<file path="config.mk">
export PLATFORM = sky130hd
export DESIGN_NAME = dmem_port_arbiter
export DESIGN_NICKNAME = d
export VERILOG_FILES = /design/src/rtl/dmem_port_arbiter.sv
export SDC_FILE = /design/constraint.sdc
export NUM_CORES = 1
export LEC_CHECK = 0
export ABC_AREA = 0
export BUFFER_PORTS_ARGS = -buffer_cell sky130_fd_sc_hd__buf_2
export CAP_MARGIN = 15
export CORE_MARGIN = 5
export CORE_UTILIZATION = 35
export CTS_CLUSTER_DIAMETER = 150
export DETAILED_ROUTE_END_ITERATION = 8
export GPL_TIMING_DRIVEN = 0
export PLACE_DENSITY = 0.72
export SKIP_LAST_GASP = 1
export SLEW_MARGIN = 10
export SYNTH_ARGS = -nofsm -noshare
export SYNTH_HDL_FRONTEND = slang
export SYNTH_SLANG_ARGS = --single-unit
</file>
<file path="constraint.sdc">
create_clock -name clk -period 1.8 [get_ports clk]
set_input_delay 0.36 -clock clk [delete_from_list [all_inputs] [get_ports clk]]
set_output_delay 0.36 -clock clk [all_outputs]
set_load 0.01 [all_outputs]
</file>
<file path="src/rtl/dmem_port_arbiter.sv">
// dmem_port_arbiter: shares the single-port data RAM between the CPU
// load/store path and the UART upload writer, one access per cycle.
module dmem_port_arbiter #(
  parameter int ADDR_W = 14,
  parameter int DATA_W = 32
) (
  input  logic              clk,
  input  logic              rst,
  input  logic              upg_mode,
  input  logic              cpu_req,
  input  logic              cpu_we,
  input  logic [ADDR_W-1:0] cpu_addr,
  input  logic [DATA_W-1:0] cpu_wdata,
  output logic              cpu_gnt,
  output logic              cpu_rvalid,
  output logic [DATA_W-1:0] cpu_rdata,
  output logic              cpu_stall,
  input  logic              upg_req,
  input  logic              upg_we,
  input  logic [ADDR_W-1:0] upg_addr,
  input  logic [DATA_W-1:0] upg_wdata,
  output logic              upg_gnt,
  output logic              upg_rvalid,
  output logic [DATA_W-1:0] upg_rdata,
  output logic              ram_en,
  output logic              ram_we,
  output logic [ADDR_W-1:0] ram_addr,
  output logic [DATA_W-1:0] ram_wdata,
  input  logic [DATA_W-1:0] ram_rdata,
  output logic [15:0]       busy_cnt
);

  typedef struct packed {
    logic              we;
    logic [ADDR_W-1:0] addr;
    logic [DATA_W-1:0] wdata;
  } acc_t;

  typedef enum logic [1:0] {
    SEL_NONE,
    SEL_CPU,
    SEL_UPG
  } sel_e;

  acc_t cpu_acc;
  acc_t upg_acc;
  acc_t win_acc;
  sel_e sel;

  logic cpu_elig;
  logic upg_elig;
  logic last;
  logic last_nxt;

  logic              cpu_gnt_q;
  logic              upg_gnt_q;
  logic              ram_en_q;
  logic              ram_we_q;
  logic [ADDR_W-1:0] ram_addr_q;
  logic [DATA_W-1:0] ram_wdata_q;

  logic              tag_vld;
  logic              tag_upg;
  logic              cpu_rvalid_q;
  logic              upg_rvalid_q;
  logic [DATA_W-1:0] cpu_rdata_q;
  logic [DATA_W-1:0] upg_rdata_q;
  logic [15:0]       busy_cnt_q;

  assign cpu_acc = {cpu_we, cpu_addr, cpu_wdata};
  assign upg_acc = {upg_we, upg_addr, upg_wdata};

  // A requester in its grant cycle still holds req; masking it
  // here is what forces the one-cycle gap and prevents re-issue.
  assign cpu_elig = cpu_req & ~cpu_gnt_q & ~upg_mode;
  assign upg_elig = upg_req & ~upg_gnt_q;

  always_comb begin
    sel      = SEL_NONE;
    last_nxt = last;
    unique case (1'b1)
      cpu_elig & upg_elig: begin
        sel      = last ? SEL_CPU : SEL_UPG;
        last_nxt = ~last;
      end
      cpu_elig & ~upg_elig: sel = SEL_CPU;
      ~cpu_elig & upg_elig: sel = SEL_UPG;
      default: ;
    endcase
  end

  assign win_acc = (sel == SEL_UPG) ? upg_acc : cpu_acc;

  always_ff @(posedge clk) begin
    if (rst) begin
      last        <= 1'b1;
      cpu_gnt_q   <= 1'b0;
      upg_gnt_q   <= 1'b0;
      ram_en_q    <= 1'b0;
      ram_we_q    <= 1'b0;
      ram_addr_q  <= '0;
      ram_wdata_q <= '0;
    end else begin
      last      <= last_nxt;
      cpu_gnt_q <= (sel == SEL_CPU);
      upg_gnt_q <= (sel == SEL_UPG);
      ram_en_q  <= (sel != SEL_NONE);
      ram_we_q  <= (sel != SEL_NONE) & win_acc.we;
      if (sel != SEL_NONE) begin
        ram_addr_q  <= win_acc.addr;
        ram_wdata_q <= win_acc.wdata;
      end
    end
  end

  // Read owner rides one stage behind the RAM access so the
  // strobe lines up with the synchronous RAM output.
  always_ff @(posedge clk) begin
    if (rst) begin
      tag_vld      <= 1'b0;
      tag_upg      <= 1'b0;
      cpu_rvalid_q <= 1'b0;
      upg_rvalid_q <= 1'b0;
      cpu_rdata_q  <= '0;
      upg_rdata_q  <= '0;
    end else begin
      tag_vld      <= (sel != SEL_NONE) & ~win_acc.we;
      tag_upg      <= (sel == SEL_UPG);
      cpu_rvalid_q <= tag_vld & ~tag_upg;
      upg_rvalid_q <= tag_vld & tag_upg;
      if (cpu_rvalid_q) begin
        cpu_rdata_q <= ram_rdata;
      end
      if (upg_rvalid_q) begin
        upg_rdata_q <= ram_rdata;
      end
    end
  end

  always_ff @(posedge clk) begin
    if (rst) begin
      busy_cnt_q <= '0;
    end else if (ram_en_q && busy_cnt_q != 16'hFFFF) begin
      busy_cnt_q <= busy_cnt_q + 16'd1;
    end
  end

  assign cpu_gnt    = cpu_gnt_q;
  assign upg_gnt    = upg_gnt_q;
  assign cpu_stall  = cpu_req & ~cpu_gnt_q;
  assign cpu_rvalid = cpu_rvalid_q;
  assign upg_rvalid = upg_rvalid_q;
  assign cpu_rdata  = cpu_rvalid_q ? ram_rdata : cpu_rdata_q;
  assign upg_rdata  = upg_rvalid_q ? ram_rdata : upg_rdata_q;
  assign ram_en     = ram_en_q;
  assign ram_we     = ram_we_q;
  assign ram_addr   = ram_addr_q;
  assign ram_wdata  = ram_wdata_q;
  assign busy_cnt   = busy_cnt_q;

endmodule

</file>
After elaboration in Yosys (flattened, before gate mapping) --
Index checks and enable logic that the tools add are counted.
Cells by class: $add $sub $neg 1, equal/unequal tests 3, multiplexer cells 5, bitwise operators 17, reductions and logical operators 2
Operators by type and width (number):
- two-way mux 32 bit | 2
- two-way mux 47 bit | 1
- adder 16 x 1 -> 16 bit (second input constant) | 1
- != test 16 bit (second input constant) | 1
- bitwise AND 1 bit | 10
- NOT 1 bit | 7
- one-hot mux 2 bit (3 select lines) | 1
- equality test 2 x 1 -> 1 bit (second input constant) | 1
- equality test 2 bit (second input constant) | 1
- two-way mux 2 bit | 1
- nonzero test 2 bit | 1
- logical AND 1 bit | 1
Storage, ports and cells: flip-flop bits (word level) 134, bits of input ports 131

Longest topological paths before layout --
depth in word-level cells 10, mapped depth 6, gate-level depth less buffers 5

Least setup slack after synthesis --
Ideal clock, no wire load.
path kind reg-to-reg, start reg busy_cnt_q[0] (netlist: busy_cnt[0]), end reg busy_cnt_q[1] (netlist: busy_cnt[1]), setup time 0.117 ns, arrival time 1.537 ns, data required time 1.683 ns, setup slack 0.146 ns, stages on the path, launching flop included 7, buffers on the path 1, path through dfxtp_1 > ha_1 > nand4_1 > nor4_4 > buf_6 > nand3b_1 > a21oi_2
Between the ends: longest elaborated chain between the ends 2
Ends and longest elaborated chain:
- start: declaration | line 68 | logic [15:0] busy_cnt_q;
- start signal: assignment | line 144 | busy_cnt_q <= busy_cnt_q + 16'd1;
- branches (longest 2 deep; another with adder 16 x 1 -> 16 bit)
Several ways; the timed one is not identified. A chain may end at the register's enable or synchronous reset.

Worst setup path after layout --
start reg cpu_rvalid_q (netlist: cpu_rvalid), end out cpu_rdata[26]
Between the ends: longest elaborated chain between the ends 1
Ends and longest elaborated chain:
- start: declaration | line 64 | logic cpu_rvalid_q;
- start signal: assignment | line 129 | cpu_rvalid_q <= tag_vld & ~tag_upg;
- two-way mux 32 bit
- end: declaration | line 16 | output logic [DATA_W-1:0] cpu_rdata,
No other way between the ends.

==> metrics <==
Final Power 7.626 mW; DPL Wire Length 12,510 µm; Post-Syn Nets 660; final setup fails 53; final instance area 0.007838 mm²; die width 135.2 µm; grt ovf 0; CTS root buffer clkbuf_16; Vias/cell 4.661; outcome finished with violations; synthesized area per cell 10.40 µm²; CP required 1.44 ns; Max Clk Rate 549.1 MHz; placed insts 1,002; drt initial violations 155; crit path launch type flop; mapped cell area 0.005489 mm²; Area growth, synth to finish 42.79%; Die ar. 0.01829 mm²; Core Region 0.01531 mm²; RSZ-0062 raised after global routing true; number of global-route vias before repair 4,770; Tcrit/Tclk final 101.2%; Seq/Total Area, Yosys 48.87%; Post-synth EDFFs 0; Worst-Margin Slew 0.5454 ns; first-pass GRT wire length 24,960 µm; share of cells above drive strength 1 48.85%; ranking of synthesized cells by area dfxtp_1, mux2_2, mux2i_1; Final Hold Vio Count 0; Slew Limit Headroom 63.30%; setup ws final -0.02129 ns; Max FO, Critical Path 10; Chip Height 135.2 µm; Slew Viols, Final 0; Seq cells post-synth 134; ys flop type dfxtp_1; largest net degree at the start of global routing 17; DP Area 0.007069 mm²; Register-to-Register Path Depth 5; async set or reset register ratio after synthesis 0%; total wire length 16,190 µm; gp weighted congestion 0.7807; layout net count 945; Synth top cells by count dfxtp_1, and2_1, mux2_2, nand2_1, mux2i_1; via count 4,829; Worst Setup SP cpu_rvalid; pre-CTS setup slack -0.2949 ns; Starting Density 35.84%; Synth warnings 0; # rows 45; Hold Path Origin cpu_addr[4]; cell taking the most area after synthesis dfxtp_1; Pleak 3.822 nW; H-tree depth 4; clk_lat worst skew 0.42 ns; clock buffer count from CTS 17; Synth top area share 48.87%; most common cell in the synthesized netlist dfxtp_1; Detail Route Antenna Nets 0; final cell count without fillers 1,036; critical path class reg2out; clock sinks 134; Hold Path Cell Cnt 3; Worst Hold Class in2reg; diodes inserted 0; GRT Total Usage 17.37%; CTS Buffer Depth 2; Worst Skew 0.01112 ns; Clk pin slew, worst setup/hold paths 0.06 ns; Reg2Reg Launch Point cpu_gnt; Wirelength per Cell 15.63 µm; MaxCap Viol Count 0; I/O Buffers 263; CP Capture Type output port; failing checks negative setup slack; peak supply drop 635.6 µV; TritonRoute pass-1 iters 4; Tmin final 1.821 ns; CP Data Arrival Time 1.46 ns; pwr/cell area 973.0 mW/mm²; CTS tree built; Boundary Pins 264; initial antenna violation count 0; Util after Layout 51.18%; Yosys cell types 38; Post-Syn Instances 528; # DRC 0
## kinds of logic (layout without fill, tap and decap cells)
group	count (synthesis)	in the layout	share of synthesized area, %
DFF	134	134	48.87
muxes	113	113	22.07
buffers and inverters	38	335	3.396
adders and majority gates	1	1	0.2279
and+or+nand+nor	162	162	17.16
AOI/OAI and AO/OA	80	80	8.275
## layout by cell type, fill, tap and decap left out, drive strengths merged
| cell | count |
|---|---|
| buf | 282 |
| dfxtp | 134 |
| and2 | 66 |
| mux2 | 64 |
| o21ai | 54 |
| nand2 | 51 |
| mux2i | 49 |
| clkbuf | 35 |
| a21oi | 14 |
| o31ai | 8 |
| nand4 | 8 |
| or4 | 7 |
| inv | 7 |
| clkinv | 6 |
| nand3 | 5 |
| nor2 | 5 |
| or3 | 4 |
| bufinv | 4 |
| and4 | 3 |
| and3 | 3 |
| nor2b | 2 |
| o311ai | 2 |
| o41ai | 2 |
| nor3b | 2 |
| nor4 | 2 |
| nand2b | 1 |
| nor3 | 1 |
| or2 | 1 |
| nand3b | 1 |
| ha | 1 |
| clkinvlp | 1 |
## area by class of cell
| cell class | count | area, µm² |
|---|---|---|
| fillers | 1457 | 7477 |
| flip-flops and latches | 134 | 2693 |
| multi-input cells | 356 | 2646 |
| repair buffers | 268 | 1363 |
| clock buffers | 19 | 442.9 |
| well taps | 211 | 264.0 |
| plain buffers | 30 | 229.0 |
| clock inverters | 12 | 177.7 |
| inverters | 6 | 22.52 |
## state kept, by name, summed over array words and instances (netlist names), 14 cells and up
signal	count
upg_rdata_q	32
ram_addr	14
ram_wdata	32
busy_cnt	16
cpu_rdata_q	32
## worst max-delay path, cell delays in order, from the launching register on
cell     delay (ns)
dfxtp_4        0.40
buf_8          0.15
mux2_2         0.36
buf_2          0.14
## report_power, final
group / total [mW] / switching (mW) / internal, mW
clock network: 3.65 / 1.30 / 2.35
logic: 0.813 / 0.422 / 0.391
registers: 3.16 / 0.0657 / 3.09
## stage by stage
stage	hold slack (ns)	setup TNS [ns]
3_3_place_gp	0.4306	-10.08
6_report	0.1998	-0.5136
2_1_floorplan	0.4514	0
5_1_grt	0.2020	-3.760
4_1_cts	0.1902	-1.953
3_5_place_dp	0.4384	-10.87
## final timing paths
kind                        end  slack [ns]
setup reg to reg   ram_wdata[8]        0.12
hold reg to reg    ram_wdata[7]        0.44
setup / recovery  cpu_rdata[26]       -0.02
hold / removal      ram_addr[4]        0.20
## layer usage
metal	part of all wire (%)	vias up	routed length (µm)	global-route usage, %
met2	48	195	7710	28.76
met5	0	-	0	0
met1	41	2205	6653	20.31
li1	-	2415	-	-
met3	9.9	14	1600	7.132
met4	1.4	0	224	6.103
## what timing repair did
| item | in CTS | in global routing |
|---|---|---|
| hold buffers | 0 | 0 |
| setup endpoints to repair | 114 | 101 |
| buffers inserted | 4 | 1 |
| gates resized for setup | 30 | 13 |
| gates cloned | 0 | 0 |
| pin swaps | 1 | 2 |
Note: power is estimated with default switching activity, not from simulation.
